`config.mk`:
```
export PLATFORM = sky130hd
export DESIGN_NAME = uart_tx_fifo
export DESIGN_NICKNAME = d
export VERILOG_FILES = /design/src/rtl/uart_tx_fifo.sv
export SDC_FILE = /design/constraint.sdc
export NUM_CORES = 1
export LEC_CHECK = 0
export BUFFER_PORTS_ARGS = -buffer_cell sky130_fd_sc_hd__buf_2
export CORE_ASPECT_RATIO = 0.9
export CORE_UTILIZATION = 30
export CTS_BUF_LIST = sky130_fd_sc_hd__clkbuf_2
export DETAILED_ROUTE_END_ITERATION = 10
export REMOVE_ABC_BUFFERS = 1
export SETUP_SLACK_MARGIN = 0.02
export SLEW_MARGIN = 20
export SYNTH_ARGS = -nofsm -noshare
export SYNTH_HDL_FRONTEND = slang
export SYNTH_SLANG_ARGS = --single-unit
```
`constraint.sdc`:
```
create_clock -name clk -period 3.5 [get_ports clk]
set_input_delay 0.7 -clock clk [delete_from_list [all_inputs] [get_ports clk]]
set_output_delay 0.7 -clock clk [all_outputs]
set_load 0.02 [all_outputs]
```
`src/rtl/uart_tx_fifo.sv`:
```
// UART transmitter fed by a circular transmit FIFO; parity, stop bits and depth set by parameters.
// Frames run back-to-back whenever the FIFO holds a word at the end of the stop period.
module uart_tx_fifo #(
  parameter int CLKDIV   = 833,
  parameter int DIVBITS  = 10,
  parameter int DATABITS = 8,
  parameter int PARITY   = 0,
  parameter int STOPBITS = 1,
  parameter int FIFOAW   = 4
) (
  input  logic                clk,
  input  logic                n_rst,
  input  logic [DATABITS-1:0] wdata,
  input  logic                wr,
  input  logic                ovf_clr,
  output logic                full,
  output logic                empty,
  output logic [FIFOAW:0]     level,
  output logic                busy,
  output logic                ovf,
  output logic                tx
);

  localparam int                 DEPTH     = 1 << FIFOAW;
  localparam logic [DIVBITS-1:0] CNT_LAST  = DIVBITS'(CLKDIV - 1);
  localparam logic [3:0]         DATA_LAST = 4'(DATABITS - 1);
  localparam logic [3:0]         STOP_LAST = 4'(STOPBITS - 1);

  typedef enum logic [2:0] {IDLE, START, DATA, PAR, STOP} state_t;

  state_t              state;
  logic [DATABITS-1:0] mem [DEPTH];
  logic [FIFOAW-1:0]   wptr;
  logic [FIFOAW-1:0]   rptr;
  logic [DIVBITS-1:0]  cnt;
  logic [3:0]          bitcnt;
  logic [DATABITS-1:0] shreg;
  logic                par_bit;
  logic [DATABITS-1:0] head;
  logic                head_par;
  logic                bit_end;
  logic                push;
  logic                pop;

  assign full     = (level == (FIFOAW+1)'(DEPTH));
  assign empty    = (level == '0);
  assign head     = mem[rptr];
  assign head_par = (^head) ^ (PARITY == 2);
  assign bit_end  = (cnt == CNT_LAST);

  // Pop happens from IDLE, or on the last clock of the stop period for a zero-gap restart.
  always_comb begin
    push = wr && !full;
    pop  = 1'b0;
    if (!empty) begin
      if (state == IDLE)
        pop = 1'b1;
      else if (state == STOP && bit_end && bitcnt == STOP_LAST)
        pop = 1'b1;
    end
  end

  always_ff @(posedge clk) begin
    if (push && n_rst)
      mem[wptr] <= wdata;
  end

  always_ff @(posedge clk) begin
    if (!n_rst) begin
      wptr  <= '0;
      rptr  <= '0;
      level <= '0;
      ovf   <= 1'b0;
    end else begin
      if (push)
        wptr <= wptr + 1'b1;
      if (pop)
        rptr <= rptr + 1'b1;
      if (push && !pop)
        level <= level + 1'b1;
      else if (pop && !push)
        level <= level - 1'b1;
      if (wr && full)
        ovf <= 1'b1;
      else if (ovf_clr)
        ovf <= 1'b0;
    end
  end

  // tx is registered from the current state, so the line trails the FSM by one clock.
  always_ff @(posedge clk) begin
    if (!n_rst) begin
      state   <= IDLE;
      cnt     <= '0;
      bitcnt  <= '0;
      shreg   <= '0;
      par_bit <= 1'b0;
      tx      <= 1'b1;
      busy    <= 1'b0;
    end else begin
      busy <= (state != IDLE) || !empty;
      case (state)
        START:   tx <= 1'b0;
        DATA:    tx <= shreg[0];
        PAR:     tx <= par_bit;
        default: tx <= 1'b1;
      endcase
      if (state != IDLE)
        cnt <= bit_end ? '0 : cnt + 1'b1;
      if (pop) begin
        shreg   <= head;
        par_bit <= head_par;
      end
      case (state)
        IDLE:  if (pop) state <= START;
        START: if (bit_end) state <= DATA;
        DATA: begin
          if (bit_end) begin
            shreg <= shreg >> 1;
            if (bitcnt == DATA_LAST) begin
              bitcnt <= '0;
              state  <= (PARITY != 0) ? PAR : STOP;
            end else begin
              bitcnt <= bitcnt + 1'b1;
            end
          end
        end
        PAR:   if (bit_end) state <= STOP;
        STOP: begin
          if (bit_end) begin
            if (bitcnt == STOP_LAST) begin
              bitcnt <= '0;
              state  <= pop ? START : IDLE;
            end else begin
              bitcnt <= bitcnt + 1'b1;
            end
          end
        end
        default: state <= IDLE;
      endcase
    end
  end

endmodule

```
Word-level counts from Yosys, hierarchy flattened
Memory sizes are Yosys's and may differ from the RTL's. A register that Yosys moved wholly into a read port is not among the register bits.
Index checks and enable logic that the tools add are counted.

operators by class
  reductions and logical operators = 22
  add/subtract/negate cells = 6
  mux-type cells = 30
  eq/ne operators = 14

operators by type and width
  kind                                                                 count
  4-bit 2-to-1 mux                                                     6
  8-bit 2-to-1 mux                                                     3
  3-bit 2-to-1 mux                                                     7
  3-bit case mux with 5 select lines                                   1
  4-bit by 1-bit adder with 4-bit output (second input constant)       3
  2-bit != test (second input constant)                                6
  10-bit by 1-bit adder with 10-bit output (second input constant)     1
  10-bit == test (second input constant)                               1
  10-bit 2-to-1 mux                                                    1
  5-bit 2-to-1 mux                                                     2
  1-bit 2-to-1 mux                                                     8
  4-bit case mux with 2 select lines                                   1
  8-bit parity                                                         1
  1-bit logical AND                                                    7
  7-bit AND reduction                                                  1
  3-bit by 2-bit == test with 1-bit output (second input constant)     2
  2-bit nonzero test                                                   3
  5-bit by 1-bit adder with 5-bit output (second input constant)       1
  5-bit == test (second input constant)                                1
  5-bit zero test                                                      1
  5-bit by 1-bit subtractor with 5-bit output (second input constant)  1
  4-bit by 3-bit == test with 1-bit output (second input constant)     1
  1-bit zero test                                                      4
  4-bit zero test                                                      1
  other kinds (8)                                                      8

word-level totals
  bits of input ports = 12
  flip-flop bits (word level) = 42
  output and inout bits = 10
  memories kept = 1
  logic and storage cells = 84
  bits in writable memories = 128

memory list
  memory  depth  bits a word  rd ports  clocked after Yosys merged registers in  write ports  line  source
  mem     16     8            1         1                                        1            32    logic [DATABITS-1:0] mem [DEPTH];

Depth between registers and ports, before layout
Gate-level depths: netlist of the first run.

  depth after elaboration = 10
  depth in mapped cells = 17
  mapped depth without buffers = 16

Worst setup path before layout of the first run
OpenSTA, ideal clock, no wires.

  path type = reg2reg
  start point = register level[0]
  end point = register level[4]
  buffers on the path = 1
  clock period less this slack = 3.137 ns
  stages on the path, launching flop included = 14
  data arrival time = 3.066 ns
  setup slack = 0.363 ns
  data required time = 3.430 ns
  setup time = 0.070 ns
  path through = dfxtp_1 nor4_1 nor2b_1 nor2_2 buf_4 inv_1 ha_1 inv_1 ha_1 a21o_1 a21oi_1 xnor2_1 or3_1 a21oi_1

between the ends
  elaborated cells between the ends (all ways) = 14
  classes of those cells = add/sub (2); eq/ne (1); mux (3); reduce/logical (8)

RTL lines
  element                                                 line  source
  start, declared                                         18    output logic [FIFOAW:0] level,
  start signal, assigned                                  80    level <= level + 1'b1;
  start signal, assigned                                  82    level <= level - 1'b1;
  5-bit zero test *                                       46    assign empty = (level == '0);
  named net empty                                         17    output logic empty,
  1-bit 2-to-1 mux *                                      55    if (!empty) begin
  1-bit zero test                                         79    if (push && !pop)
  1-bit logical AND                                       79
  5-bit 2-to-1 mux or 2-bit nonzero test (tied branches)  -

The timed path passes the listed nets; every way through them passes the cells marked *. The select of a mux whose other input is x is not followed.
A chain may end at the register's enable or synchronous reset.

Final worst setup path of the first run
  start point = register cnt[0]
  end point = register level[4]

between the ends
  cells in the longest elaborated chain, start to end = 9
  elaborated cells between the ends (all ways) = 11
  classes of those cells = eq/ne (1); mux (4); reduce/logical (6)

ends and longest elaborated chain
  element                                                 line  source
  start, declared                                         35    logic [DIVBITS-1:0] cnt;
  start signal, assigned                                  109   cnt <= bit_end ? '0 : cnt + 1'b1;
  10-bit == test *                                        49    assign bit_end = (cnt == CNT_LAST);
  1-bit logical AND * (2 in series)                       58    else if (state == STOP && bit_end && bitcnt == STOP_LAST)
  1-bit 2-to-1 mux *                                      58
  1-bit 2-to-1 mux *                                      56    if (state == IDLE)
  1-bit 2-to-1 mux *                                      55
  1-bit zero test                                         79
  1-bit logical AND                                       79
  5-bit 2-to-1 mux or 2-bit nonzero test (tied branches)  -

Mark *: on every way between the ends. The rest lies on a longest branch, timed or not.

==> results of run 1 <==
-- placed cells by master, fill, tap and decap left out, types with 2 or more instances in the layout --
cell type	instances
a211oi_1	7
a21oi_1	18
a22oi_1	16
and2_1	3
and3_1	3
buf_2	21
buf_4	5
clkbuf_2	17
clkinv_4	2
clkinv_8	2
clkinvlp_4	3
dfxtp_1	45
edfxtp_1	128
ha_1	14
inv_1	12
inv_6	2
inv_8	5
mux2i_1	11
mux4_1	9
mux4_2	23
nand2_1	27
nand3_1	7
nand3b_1	2
nand4_1	4
nor2_1	64
nor2b_1	5
nor3_1	5
nor3b_1	4
nor4_1	2
o21ai_0	2
or3_1	5
xnor2_1	14
xor2_1	13
-- worst min-delay path, delay by kind of cell --
kind	cells	cell delay, ns
and+or+nand+nor	1	0.07
AOI/OAI and AO/OA	1	0.05
buffers and inverters	1	0.09
-- power breakdown --
part           total, uW  switching (uW)  leakage (uW)  internal (uW)
clock               1010             784      0.000132            225
sequential          2520             158       0.00153           2360
combinational       1440             765      0.000935            679
total               4970            1710       0.00260           3260
-- worst paths after layout --
check / from / endpoint / slack, ns / cells after the start
worst max-delay path: cnt[0] / level[4] / 0.44 / 15
worst min-delay path: wr / ovf / 0.20 / 3
worst max register to register: cnt[0] / level[4] / 0.44 / 15
worst min register to register: shreg[3] / shreg[2] / 0.49 / 2
-- kinds of logic (layout without fill, tap and decap cells) --
| group | count (synthesis) | in the layout |
|---|---|---|
| buf+inv | 34 | 70 |
| mux | 44 | 44 |
| fa+ha+maj | 15 | 15 |
| xor+xnor | 27 | 27 |
| compound gates | 46 | 46 |
| flops | 174 | 174 |
| simple gates | 136 | 136 |
-- flip-flops by register name, summed over array words and instances (netlist names), named ones only --
name and flops:
bitcnt 4, wptr 4, shreg 8, mem 128, level 5, state 3, busy 1, cnt 10
tx 1, ovf 1, rptr 4, par_bit 1
-- stage by stage --
stage / util, % / power (uW)
finish: 33.4 / 4970
global placement: 32.4 / 3960
floorplan: - / 3610
global route: 33.4 / 5230
detailed placement: 32.4 / 4010
CTS: 33.4 / 5010
-- per-layer routing --
layer / share of wire [%] / wire (um)
met3: 5.0 / 695
met2: 49 / 6810
met1: 45 / 6270
met4: 0.63 / 87
met5: 0 / 0
-- final cells by class --
type                            instances  area, um^2  share of cell area [%]
Clock inverter                         14         146                    1.87
Multi-Input combinational cell        268        2230                    28.5
Clock buffer                           17        85.1                    1.09
Timing Repair Buffer                   27         163                    2.08
Tap cell                              302         378                    4.84
Sequential cell                       174        4770                    61.0
Inverter                               12        45.0                   0.577
==> key figures, run 1 <==
Outcome
  • Status: complete, no violations

GRT
  • Met1 GRT Util: 15.9%
  • Vias in the first global route: 3971
  • Grt met2 use: 19.6%
  • Congestion Overflow GR: 0
  • Largest net degree at the start of global routing: 33
  • Initial antenna violation count: 0
  • First-pass GRT wire length: 21900 um
  • Met3 GRT Util: 3.20%
  • Global routing's busiest layer: met2
  • Total GRT Usage: 12.0%

Synthesis
  • Syn avg cell area: 15.1 um^2
  • Number of synthesized flops with an enable pin: 128
  • Post-synthesis compound-gate area fraction: 4.09%
  • Mux contribution to synthesized area: 12.2%
  • Synth Flop Type: edfxtp_1
  • Yosys reg bits: 174
  • Mapped Cells: 476
  • Area contributors post-synth: edfxtp_1 54%, dfxtp_1 13%, mux4_2 7.2%
  • Post-Synth XOR/XNOR Area: 3.29%
  • Asr flop ratio synth: 0%
  • Most common cell in the netlist: edfxtp_1
  • Post-synthesis simple-gate area fraction: 8.69%
  • Synth unique cells: 42
  • Cell area after synthesis: 7180 um^2
  • Post-synth top cells: 128 x edfxtp_1, 64 x nor2_1, 46 x dfxtp_1, 27 x nand2_1, 23 x mux4_2
  • Synth top area share: 53.5%
  • Largest family of logic cells by synthesized area: multiplexers
  • Yosys warns: 0
  • Synth area leader: edfxtp_1
  • Area share of fa/ha/maj cells after synthesis: 2.72%
  • Seq/Total Area, Yosys: 66.3%

Route
  • Pre-Repair DR Iteration Count: 5
  • Final wirelength: 13900 um
  • Via density: 4.86
  • Residual DRC count: 0
  • Wire per inst: 17.0 um
  • DR iter-0 viols: 265
  • Detail Route Antenna Nets: 0
  • Via count: 3959

Timing
  • Hold_ws: 0.197 ns
  • Hold Fails Final Rpt: 0
  • Slew Viols, Final: 0
  • Finish-stage setup viols: 0
  • Actual slew at the worst max-slew pin: 1.03 ns
  • Period Utilization, post-route: 87.3%
  • Post-route setup TNS: 0 ns
  • Tmin final: 3.06 ns
  • F_max: 0.327 GHz
  • RSZ-0062 raised after global routing: no
  • Slew margin rel.: 31.4%
  • Clock Skew: 0.0673 ns
  • Setup slack after layout: 0.444 ns

Finish
  • Post-Layout Cell Count: 814
  • Nets@finish: 527
  • Ant diodes: 0
  • Post-route cell area: 7810 um^2
  • Area growth syn-to-layout: 8.73%
  • Layout cells sized above 1: 16.6%
  • Fillcell total: 2262

Critical path
  • Required time worst endpoint: 4.18 ns
  • Critical path type: flop to flop
  • Slowest-stage cell, CP: dfxtp_1
  • Critical Path AT: 3.74 ns
  • Crit path cell chain: inv_1 > ha_1 > and2_1 > and3_1 > a21oi_1 > nor2_2 > inv_1 > ha_1 > inv_1 > ha_1 > a21o_1 > a21oi_1 > xnor2_1 > or3_1 > a21oi_1
  • Family with the most delay on the worst path: adder cells
  • CP max stage delay: 0.44 ns
  • Worst-path maximum fanout: 4
  • Setup crit start kind: flop
  • Crit path buffers/inverters: 3
  • Kind of end point of the critical path: flop

Placement
  • Post-DP HPWL: 8920 um
  • Routability-driven placement congestion ratio: 0.832
  • Dpl ws: 0.585 ns
  • Placed Cells: 783
  • DP Area: 7580 um^2
  • Input/output buffers: 21

Die
  • Starting Density: 30.7%
  • Die Area: 24600 um^2
  • IO Pins: 22
  • Die Ht: 149 um
  • Core ar.: 23400 um^2
  • # rows: 53
  • Width of the die: 165 um

CTS
  • Root Buffer: clkbuf_2
  • TritonCTS clock tree: built
  • Skew-Pair Late Insertion Delay: 0.75 ns
  • Post-CTS setup buffer count: 0
  • CTS Buf Count: 17
  • Cts hold-fix bufs: 0
  • Post-CTS Resized: 0
  • Maximum clock path buffer count: 2
  • Clk slew on worst S/H paths: 0.30 ns
  • Clock sinks: 174
  • H-tree depth: 4

Run
  • Max-cap viol count: 0

Pwr
  • Leakage: 0.00260 uW
  • Maximum vdd drop: 317 uV
  • PwrDens: 636 nW/um^2

Min path
  • Hold Path Class: input port to flop
Note: power is estimated with default switching activity, not from simulation.
==> inputs of run 2 (changes only) <==
--- a/config.mk
+++ b/config.mk
@@ -10,6 +10,7 @@
 export CORE_UTILIZATION = 30
 export CTS_BUF_LIST = sky130_fd_sc_hd__clkbuf_2
 export DETAILED_ROUTE_END_ITERATION = 10
+export PLACE_DENSITY_LB_ADDON = 0.05
 export REMOVE_ABC_BUFFERS = 1
 export SETUP_SLACK_MARGIN = 0.02
 export SLEW_MARGIN = 20
==> run 2 against run 1 <==
Setup slack improved by 0.10 ns; count of clock-buffer cells in the layout is 1 higher; flip-flop and latch count unchanged; utilization up 0.55 points; power up 0.18%; sequential power fell by 2%; clock skew decreased by 0.021 ns; design area is 1.6% higher; sequential share of layout area is 0.98 points lower; cell count rose by 2.3%; global-route usage up 1.7 points.
==> key figures, run 2 (synthesis gave the netlist of run 1 again) <==
Route
  • Wire per inst: 18.8 um
  • Final wirelength: 15700 um
  • Pre-Repair DR Iteration Count: 4
  • Residual DRC count: 0
  • Via count: 3859
  • Detail Route Antenna Nets: 0
  • DR iter-0 viols: 213
  • Via density: 4.63

Critical path
  • Reg-to-reg endpoint: level[4]
  • R2r setup slk: 0.55 ns
  • Cell repeated most along the worst path: a21oi_1
  • CP Depth: 13
  • Crit path buffers/inverters: 2
  • CP max stage delay: 0.42 ns
  • Slowest-stage cell, CP: dfxtp_1
  • Reg2Reg Launch Point: cnt[5]
  • Required time worst endpoint: 4.16 ns
  • Crit. Startpoint: cnt[5]
  • Family with the most delay on the worst path: simple AND/OR/NAND/NOR gates
  • Worst-path maximum fanout: 5
  • Critical path type: flop to flop
  • Crit path cell chain: nor4b_1 > and3_1 > a21oi_1 > nor2_2 > inv_1 > ha_1 > inv_1 > ha_1 > a21o_1 > a21oi_1 > xnor2_1 > or3_1 > a21oi_1
  • Setup crit start kind: flop
  • Setup crit end: level[4]
  • Depth of the worst register-to-register path: 13
  • Kind of end point of the critical path: flop
  • Critical Path AT: 3.62 ns

Pwr
  • PwrDens: 627 nW/um^2
  • Total power: 4980 uW
  • Leakage: 0.00268 uW
  • Maximum vdd drop: 298 uV

Finish
  • FF+latch area: 4770 um^2
  • Biggest regs: mem (128), cnt (10), shreg (8)
  • Most common cell after layout, fill and taps aside: edfxtp_1
  • Fillcell total: 2278
  • Area of the multi-input gates: 2230 um^2
  • Max reg flops: 128
  • Layout cells sized above 1: 19.4%
  • Nets@finish: 544
  • Commonest cells after routing, fill and taps aside: 128 x edfxtp_1, 64 x nor2_1, 45 x dfxtp_1, 27 x nand2_1, 23 x mux4_2
  • Area growth syn-to-layout: 10.5%
  • Biggest register: mem

CTS
  • Skew-Pair Late Insertion Delay: 0.72 ns
  • H-tree depth: 4
  • Clk slew on worst S/H paths: 0.28 ns
  • CTS Buf Count: 17
  • Post-CTS Resized: 0
  • Post-CTS setup buffer count: 0
  • TritonCTS clock tree: built
  • Root Buffer: clkbuf_2
  • Cts hold-fix bufs: 0
  • Maximum clock path buffer count: 2
  • Clock sinks: 174

Placement
  • Routability-driven placement congestion ratio: 0.762
  • Input/output buffers: 21
  • Post-DP HPWL: 10000 um

Timing
  • Slew margin rel.: 36.6%
  • F_max: 0.339 GHz
  • Finish-stage setup viols: 0
  • RSZ-0062 raised after global routing: no
  • Post-route setup TNS: 0 ns
  • Hold_ws: 0.224 ns
  • Period Utilization, post-route: 84.4%
  • Actual slew at the worst max-slew pin: 0.948 ns
  • Hold Fails Final Rpt: 0
  • Tmin final: 2.95 ns
  • Clock Skew: 0.0460 ns
  • Slew Viols, Final: 0

Die
  • Starting Density: 30.7%
  • Die Area: 24600 um^2
  • Die Ht: 149 um
  • Core ar.: 23400 um^2
  • Width of the die: 165 um
  • # rows: 53
  • IO Pins: 22

GRT
  • Congestion Overflow GR: 0
  • Total GRT Usage: 13.7%
  • Largest net degree at the start of global routing: 33
  • Initial antenna violation count: 1
  • First-pass GRT wire length: 24100 um
  • Vias in the first global route: 3998

Outcome
  • Status: complete, no violations

Min path
  • Hold Path Class: input port to flop

Run
  • Max-cap viol count: 0
run 2: power breakdown:
part / internal (uW) / switching, uW
registers: 2360 / 110
clock network: 212 / 766
logic: 693 / 841
total: 3260 / 1720
run 2: stage by stage:
step	setup WS [ns]	utilization (%)	cell area (um^2)	std cells
after global placement	0.641	33.0	7720	800
after global routing	0.303	33.9	7940	833
after detailed placement	0.600	33.0	7720	800
after floorplan	0.355	-	7040	454
after CTS	0.548	33.9	7930	832
final	0.547	33.9	7940	833
run 2: tightest hold or removal path, delay by kind of cell:
kind / cells / cell delay [ns]
compound gates: 1 / 0.05
simple gates: 1 / 0.08
buf+inv: 1 / 0.09
run 2: cell type report:
cell class                 instances  share of cell area (%)
sequential                       174                    60.1
antenna                            1                  0.0315
inverter                          12                   0.568
clock inverter                    14                    1.59
clock buffer                      18                    1.14
timing repair buffer              44                    3.82
multi-input combinational        268                    28.0
tap                              302                    4.76
run 2: routing by layer:
layer	GRT usage [%]	part of all wire, %
met1	19.7	50
met2	21.1	46
met3	3.09	3.7
met4	3.17	0.54
met5	0	0
run 2: worst min-delay path by stage:
| stage | startpoint | to | cells after the start |
|---|---|---|---|
| CTS | wr | ovf | 3 |
| floorplan | cnt[1] | cnt[1] | 2 |
| detailed placement | shreg[6] | shreg[5] | 2 |
| global placement | cnt[1] | cnt[1] | 2 |
| finish | wr | ovf | 3 |
| global route | wr | ovf | 3 |
